### config.mk
export PLATFORM = sky130hd
export DESIGN_NAME = pdp8_iot_ctl
export DESIGN_NICKNAME = d
export VERILOG_FILES = /design/src/rtl/pdp8_iot_ctl.sv
export SDC_FILE = /design/constraint.sdc
export NUM_CORES = 1
export LEC_CHECK = 0
export BUFFER_PORTS_ARGS = -buffer_cell sky130_fd_sc_hd__buf_2
export CORE_ASPECT_RATIO = 1.1
export CORE_MARGIN = 8
export CORE_UTILIZATION = 41
export CTS_BUF_LIST = sky130_fd_sc_hd__clkbuf_8 sky130_fd_sc_hd__clkbuf_16
export CTS_CLUSTER_SIZE = 28
export DETAILED_ROUTE_END_ITERATION = 10
export PLACE_DENSITY_LB_ADDON = 0.2
export SETUP_SLACK_MARGIN = 0.1
export SLEW_MARGIN = 0
export SYNTH_ARGS = -nofsm -noshare
export SYNTH_HDL_FRONTEND = slang
export SYNTH_SLANG_ARGS = --single-unit
### constraint.sdc
create_clock -name clk -period 1.3 [get_ports clk]
set_input_delay 0.065 -clock clk [delete_from_list [all_inputs] [get_ports clk]]
set_output_delay 0.065 -clock clk [all_outputs]
set_load 0.02 [all_outputs]
### src/rtl/pdp8_iot_ctl.sv
// PDP-8 IOT sequencer: runs IOP1/IOP2/IOP4 pulse phases for one IOT instruction,
// merges device responses into AC/skip, and owns the ION/IOF/SKON interrupt logic.
module pdp8_iot_ctl (
  input  logic        clk,
  input  logic        reset,
  input  logic        start,
  input  logic [11:0] ir,
  input  logic [11:0] ac_in,
  input  logic        int_ack,
  output logic        iot,
  output logic [3:0]  state,
  output logic [11:0] mb,
  output logic [5:0]  io_select,
  output logic [11:0] io_data_in,
  input  logic [11:0] io_data_out,
  input  logic        io_data_avail,
  input  logic        io_skip,
  input  logic        io_clear_ac,
  input  logic        io_interrupt,
  output logic        done,
  output logic [11:0] ac_out,
  output logic        skip,
  output logic        int_enable,
  output logic        int_req
);

  localparam int unsigned WORD_W = 12;
  localparam int unsigned DEV_W  = 6;
  localparam int unsigned PH_W   = 4;

  typedef enum logic [2:0] {S_IDLE, S_P1, S_P2, S_P4, S_DONE} fsm_t;

  fsm_t              r_fsm, w_fsm_nxt;
  logic [WORD_W-1:0] r_mb, r_acc, r_ac_out;
  logic              r_iot, r_done, r_skip, r_skip_acc, r_int_en, r_ion_pend;
  logic [PH_W-1:0]   r_state;

  logic              w_start_ok, w_iot_nxt, w_done_nxt, w_ext_dev;
  logic [PH_W-1:0]   w_state_nxt;
  logic              w_int_p1, w_skon, w_ion, w_iof, w_skip_nxt;
  logic [WORD_W-1:0] w_acc_ph, w_acc_nxt;

  assign w_ext_dev = |r_mb[8:3];

  // Next-state logic; phase outputs are computed one cycle ahead and registered.
  always_comb begin
    w_fsm_nxt   = r_fsm;
    w_start_ok  = 1'b0;
    w_iot_nxt   = 1'b0;
    w_state_nxt = '0;
    w_done_nxt  = 1'b0;
    case (r_fsm)
      S_IDLE: begin
        if (start) begin
          w_fsm_nxt   = S_P1;
          w_start_ok  = 1'b1;
          w_iot_nxt   = ir[0] & (|ir[8:3]);
          w_state_nxt = 4'b0001;
        end
      end
      S_P1: begin
        w_fsm_nxt   = S_P2;
        w_iot_nxt   = r_mb[1] & w_ext_dev;
        w_state_nxt = 4'b0010;
      end
      S_P2: begin
        w_fsm_nxt   = S_P4;
        w_iot_nxt   = r_mb[2] & w_ext_dev;
        w_state_nxt = 4'b0100;
      end
      S_P4: begin
        w_fsm_nxt  = S_DONE;
        w_done_nxt = 1'b1;
      end
      S_DONE:  w_fsm_nxt = S_IDLE;
      default: w_fsm_nxt = S_IDLE;
    endcase
  end

  // Internal device 00 decode, acted on only in the first phase.
  assign w_int_p1 = (r_fsm == S_P1) && !w_ext_dev;
  assign w_skon   = w_int_p1 && (r_mb[2:0] == 3'b000);
  assign w_ion    = w_int_p1 && (r_mb[2:0] == 3'b001);
  assign w_iof    = w_int_p1 && (r_mb[2:0] == 3'b010);

  // Clear is applied before the OR of device data.
  assign w_acc_ph   = (io_clear_ac ? '0 : r_acc) | (io_data_avail ? io_data_out : '0);
  assign w_acc_nxt  = w_start_ok ? ac_in : (r_iot ? w_acc_ph : r_acc);
  assign w_skip_nxt = w_start_ok ? 1'b0
                    : (r_skip_acc | (r_iot & io_skip) | (w_skon & r_int_en));

  always_ff @(posedge clk or negedge reset) begin
    if (!reset) begin
      r_fsm      <= S_IDLE;
      r_mb       <= '0;
      r_acc      <= '0;
      r_ac_out   <= '0;
      r_iot      <= 1'b0;
      r_state    <= '0;
      r_done     <= 1'b0;
      r_skip     <= 1'b0;
      r_skip_acc <= 1'b0;
      r_int_en   <= 1'b0;
      r_ion_pend <= 1'b0;
    end else begin
      r_fsm      <= w_fsm_nxt;
      r_iot      <= w_iot_nxt;
      r_state    <= w_state_nxt;
      r_done     <= w_done_nxt;
      r_acc      <= w_acc_nxt;
      r_skip_acc <= w_skip_nxt;
      r_ac_out   <= (r_fsm == S_P4) ? w_acc_nxt : '0;
      r_skip     <= (r_fsm == S_P4) ? w_skip_nxt : 1'b0;
      if (w_start_ok) r_mb <= ir;
      // ION takes effect one instruction late: promoted on the next accepted start.
      if (w_start_ok && r_ion_pend) begin
        r_int_en   <= 1'b1;
        r_ion_pend <= 1'b0;
      end
      if (w_ion) r_ion_pend <= 1'b1;
      if (w_iof || int_ack) begin
        r_int_en   <= 1'b0;
        r_ion_pend <= 1'b0;
      end
    end
  end

  assign iot        = r_iot;
  assign state      = r_state;
  assign mb         = r_mb;
  assign io_select  = DEV_W'(r_mb[8:3]);
  assign io_data_in = r_acc;
  assign done       = r_done;
  assign ac_out     = r_ac_out;
  assign skip       = r_skip;
  assign int_enable = r_int_en;
  assign int_req    = r_int_en & io_interrupt & (r_fsm == S_IDLE);

endmodule

==> reports/summary.txt, run 1 <==
R2R Setup Slk: -100 ps
final hold vios: 0
Worst-Skew Late Latency: 290 ps
total congestion overflow: 0
Layout Nets: 359
r2r endpoint: skip
cells on worst reg2reg path: 4
Top Ports: 95
Yosys top cell area share: 62.54%
gr usage total: 16.18%
initial antenna violation count: 0
layout cells sized above 1: 61.71%
register area share after synthesis: 62.54%
clock root buffer: clkbuf_8
H-Tree Depth: 2
Vias/cell: 5.032
CTS buffer count: 5
drt wl/cell: 16.31 um
Post-Synthesis Cells: 184
Finish-stage setup viols: 30
Setup crit end kind: flop
first-pass GRT wire length: 8942 um
most numerous cell in the Yosys netlist: nand2_1
CP startpoint: r_fsm[1]
top cells by area, synth: dfrtp_1, nand2_1, a22oi_1, and2_1, o21ai_1
core footprint: 0.004587 mm2
Design Power: 7.525 mW
#FFs+latches synth: 48
# rows: 26
die width: 81.26 um
Reg clk slew, reported paths: 80 ps
fin worst setup slack: -99.39 ps
Critical Path AT: 1620 ps
Worst VDD drop: 0.001316 V
Synth async-reset ratio: 100.0%
Die H: 87.79 um
top cell type by total area after synthesis: dfrtp_1
failing checks: negative setup slack
RSZ-0062 raised after global routing: true
WS Path Type: flop to flop
DR iter-0 viols: 67
DRC Markers: 0
max-cap violation count: 0
outcome: complete, but fails checks
post-layout min period: 1399 ps
RePlAce Congestion: 0.7817
fin. max-slew vios: 0
Port Buf Inserts: 93
Post-Place Setup Slack: -237.2 ps
Ys Warns: 0
Worst Clk Skew: 4.375 ps
crit-path max FO: 4
FF-to-FF Start: r_fsm[1]
die area: 0.007133 mm2
top cells by instance count after synthesis: nand2_1, dfrtp_1, and2_1
CP Launch Type: flop
Mapped Area: 0.001921 mm2
EDFF count, synth: 0
PD cells: 2246 mW/mm2
Mapped Nets: 228
top_reg_cell synth: dfrtp_1
Max Root-Sink Buffers: 2
period utilization: 107.6%
Vias: 1877
syn avg cell area: 10.44 um2
TritonRoute pass-1 iters: 4
Max Freq: 0.7146 GHz
Synth cell types: 32
clock sinks: 48
antenna violation net count after detailed routing: 0
largest net degree at the start of global routing: 49
CTS tree: yes
Hold WC Path Type: input pin to flop
synthesis-to-finish area growth: 74.46%
DP Wirelength: 3951 um
final WL: 6085 um
critical path endpoint: skip
Leak: 1.747 nW
Starting Density: 41.87%
vias in the first global route: 1953
Critical Path RT: 1520 ps
==> critical path: stages (launching register included) <==
cell	delay, ps
dfrtp_2	460
nor3b_4	280
nand4_1	170
o31a_1	300
nor3_2	120
==> flip-flops by register name, indices dropped and copies added (netlist names) <==
register    count
io_data_in     12
iot             1
mb             12
done            1
state           3
r_skip_acc      1
r_fsm           3
r_ion_pend      1
skip            1
int_enable      1
ac_out         12
==> placed cells by master (no fill, tap or decap), drive strengths merged, types with 2 or more instances in the layout <==
cell type / n
a21oi: 2
a22oi: 12
nand2: 53
o21ai: 12
dfrtp: 48
dlygate4sd3: 22
inv: 3
buf: 114
nor3: 2
and2: 14
clkbuf: 9
nor2: 6
==> what timing repair did <==
item,CTS,global route
cloned,0,3
endpoints found under the setup margin,43,44
pin swaps,5,14
buffers inserted,4,0
endpoints found under the hold margin,69,0
gates resized for setup,17,53
hold buffers,22,0
==> cells by family after synthesis <==
group / synth area share (%)
buf+inv: 5.276
simple gates: 20.20
other cells: 0.1953
flops: 62.54
compound gates: 11.79
==> where the power goes <==
part           leakage, nW  internal (mW)  switching [mW]
clock network       0.0486          0.424           0.465
logic                 1.09           1.83            2.32
registers            0.613           2.07           0.420
==> how the worst min path moves through the flow <==
stage                         start              to  slack (ps)  cells after the start
after CTS                     start        r_fsm[0]           2                      2
after floorplan               reset       ac_out[0]        -230                      0
after detailed placement      reset        state[2]          70                      2
final                         start        r_fsm[0]           3                      2
after global routing      ac_in[11]  io_data_in[11]          10                      3
after global placement        reset        state[1]          60                      2
==> per-layer routing <==
metal	track usage [%]	part of all wire, %	vias up
met4	6.341	2.1	0
met3	4.620	7.6	12
met2	29.20	54	72
li1	-	-	875
met1	17.20	37	918
met5	0	0	-
==> metrics by stage <==
stage | setup TNS, ps | instances | instance area, um2 | util, % | hold slack [ps]
2_1_floorplan | -166.0 | 184 | 2063 | - | -230.6
3_3_place_gp | -1289 | 335 | 2653 | 57.83 | 62.71
3_5_place_dp | -1437 | 335 | 2653 | 57.83 | 66.91
4_1_cts | -991.0 | 369 | 3075 | 67.05 | 2.364
5_1_grt | -3833 | 372 | 3348 | 73.00 | 12.52
6_report | -1627 | 373 | 3351 | 73.05 | 3.040
==> layout make-up <==
| class | instances | area (um2) |
|---|---|---|
| Fill cell | 325 | 1236 |
| Timing Repair Buffer | 139 | 994.7 |
| Tap cell | 56 | 70.07 |
| Clock buffer | 6 | 82.58 |
| Sequential cell | 48 | 1210 |
| Inverter | 3 | 16.27 |
| Clock inverter | 2 | 11.26 |
| Multi-Input combinational cell | 118 | 963.4 |
| Antenna cell | 1 | 2.502 |
Power figures use the tool's default switching activity.
==> run 2: changes to the inputs <==
--- a/config.mk
+++ b/config.mk
@@ -6,9 +6,11 @@
 export NUM_CORES = 1
 export LEC_CHECK = 0
 export BUFFER_PORTS_ARGS = -buffer_cell sky130_fd_sc_hd__buf_2
+export CELL_PAD_IN_SITES_DETAIL_PLACEMENT = 1
+export CELL_PAD_IN_SITES_GLOBAL_PLACEMENT = 2
 export CORE_ASPECT_RATIO = 1.1
 export CORE_MARGIN = 8
-export CORE_UTILIZATION = 41
+export CORE_UTILIZATION = 23
 export CTS_BUF_LIST = sky130_fd_sc_hd__clkbuf_8 sky130_fd_sc_hd__clkbuf_16
 export CTS_CLUSTER_SIZE = 28
 export DETAILED_ROUTE_END_ITERATION = 10
==> constraint.sdc (replaced) <==
create_clock -name clk -period 1.3 [get_ports clk]
set_input_delay 0.195 -clock clk [delete_from_list [all_inputs] [get_ports clk]]
set_output_delay 0.195 -clock clk [all_outputs]
set_load 0.02 [all_outputs]
==> reports/summary.txt, run 2 (synthesis results as in run 1) <==
WS Path Type: flop to primary output
CP Launch Type: flop
placed cell areas: 0.002756 mm2
die area: 0.01153 mm2
r2r endpoint: ac_out[9]
Post-Place Setup Slack: -133.8 ps
core footprint: 0.008233 mm2
first-pass GRT wire length: 10940 um
Setup crit end kind: primary output
Critical Path RT: 1110 ps
RSZ-0062 raised after global routing: true
cells on worst reg2reg path: 9
largest net degree at the start of global routing: 49
final cell count without fillers: 424
H-Tree Depth: 2
synthesis-to-finish area growth: 78.31%
fin. max-slew vios: 0
CTS tree: yes
# rows: 35
die width: 103.1 um
Worst-Skew Late Latency: 300 ps
RePlAce Congestion: 0.7172
dpl cells: 398
post-layout min period: 1513 ps
final WL: 6656 um
Worst VDD drop: 0.001150 V
drt wl/cell: 15.70 um
initial antenna violation count: 0
antenna violation net count after detailed routing: 0
WHS Path Cells: 2
CTS buffer count: 5
Finish-stage setup viols: 37
clock sinks: 48
outcome: complete, but fails checks
vias in the first global route: 2122
failing checks: negative setup slack
DRC Markers: 0
FF-to-FF Start: r_fsm[1]
CP startpoint: r_fsm[1]
PD cells: 2352 mW/mm2
Design Power: 8.056 mW
gr usage total: 12.11%
Worst Clk Skew: 8.958 ps
Vias/cell: 4.304
most frequent cells in the layout: buf_2, dfrtp_1, nand2_1
commonest non-fill, non-tap cell in the layout: buf_2
footprint of the multi-input gates: 957.2 um2
Die H: 111.8 um
Leak: 1.802 nW
Sequential cell area: 0.001207 mm2
Layout Nets: 356
fill cell count: 948
fin worst setup slack: -213.5 ps
final hold vios: 0
Vias: 1825
Starting Density: 23.33%
Max Freq: 0.6607 GHz
max-cap violation count: 0
HP Start: int_ack
TritonRoute pass-1 iters: 4
period utilization: 116.4%
hold slack: 82.22 ps
Hold WC Path Type: input pin to flop
R2R Setup Slk: -170 ps
hold path endpoint: int_enable
Critical Path AT: 1320 ps
layout cells sized above 1: 67.73%
DP Wirelength: 4768 um
crit-path max FO: 2
Max Root-Sink Buffers: 2
Reg clk slew, reported paths: 90 ps
Design Area, Final: 0.003425 mm2
Top Ports: 95
DR iter-0 viols: 29
clock root buffer: clkbuf_8
ant diodes: 0
Port Buf Inserts: 93
total congestion overflow: 0
==> run 2: worst max-delay path: stages, from the launching register on <==
cell and delay [ps]:
dfrtp_1 400, nor3_2 210, buf_4 140, and3_4 170, buf_6 110
==> run 2: final cells by class <==
cell class | instances | share of cell area, %
tap | 111 | 4.056
clock inverter | 3 | 0.4750
clock buffer | 5 | 2.010
sequential | 48 | 35.26
timing repair buffer | 136 | 29.70
multi-input combinational | 118 | 27.95
inverter | 3 | 0.5480
==> run 2: through the flow <==
step / setup TNS (ps) / utilization [%]
after floorplan: -166.0 / -
after global placement: -719.9 / 33.48
after detailed placement: -1228 / 33.48
after CTS: -4245 / 40.52
after global routing: -8243 / 41.60
final: -3683 / 41.60
==> run 2: where the power goes <==
part           switching (mW)  leakage (nW)  internal (mW)
Combinational            2.45          1.14           2.29
Clock                   0.499        0.0453          0.369
Sequential              0.380         0.616           2.07
Total                    3.33          1.80           4.73
==> run 2: worst max-delay path by stage <==
stage               endpoint  cells past startpoint
floorplan               skip                      4
global placement        skip                      4
detailed placement      skip                      4
CTS                  int_req                      4
global route         int_req                      4
finish               int_req                      4
==> run 2: routing by layer <==
metal / GRT usage [%] / share of wire [%]
met5: 0 / 0
met4: 3.188 / 1.3
met3: 4.182 / 8.5
met2: 20.77 / 52
met1: 13.76 / 38
==> run 2: repair_timing <==
| action | 4_1_cts | 5_1_grt |
|---|---|---|
| pin swaps | 29 | 20 |
| endpoints found under the hold margin | 48 | 0 |
| hold buffers | 1 | 0 |
| buffers inserted | 11 | 7 |
| gates cloned | 4 | 0 |
| resized for setup | 71 | 37 |
| endpoints found under the setup margin | 51 | 56 |
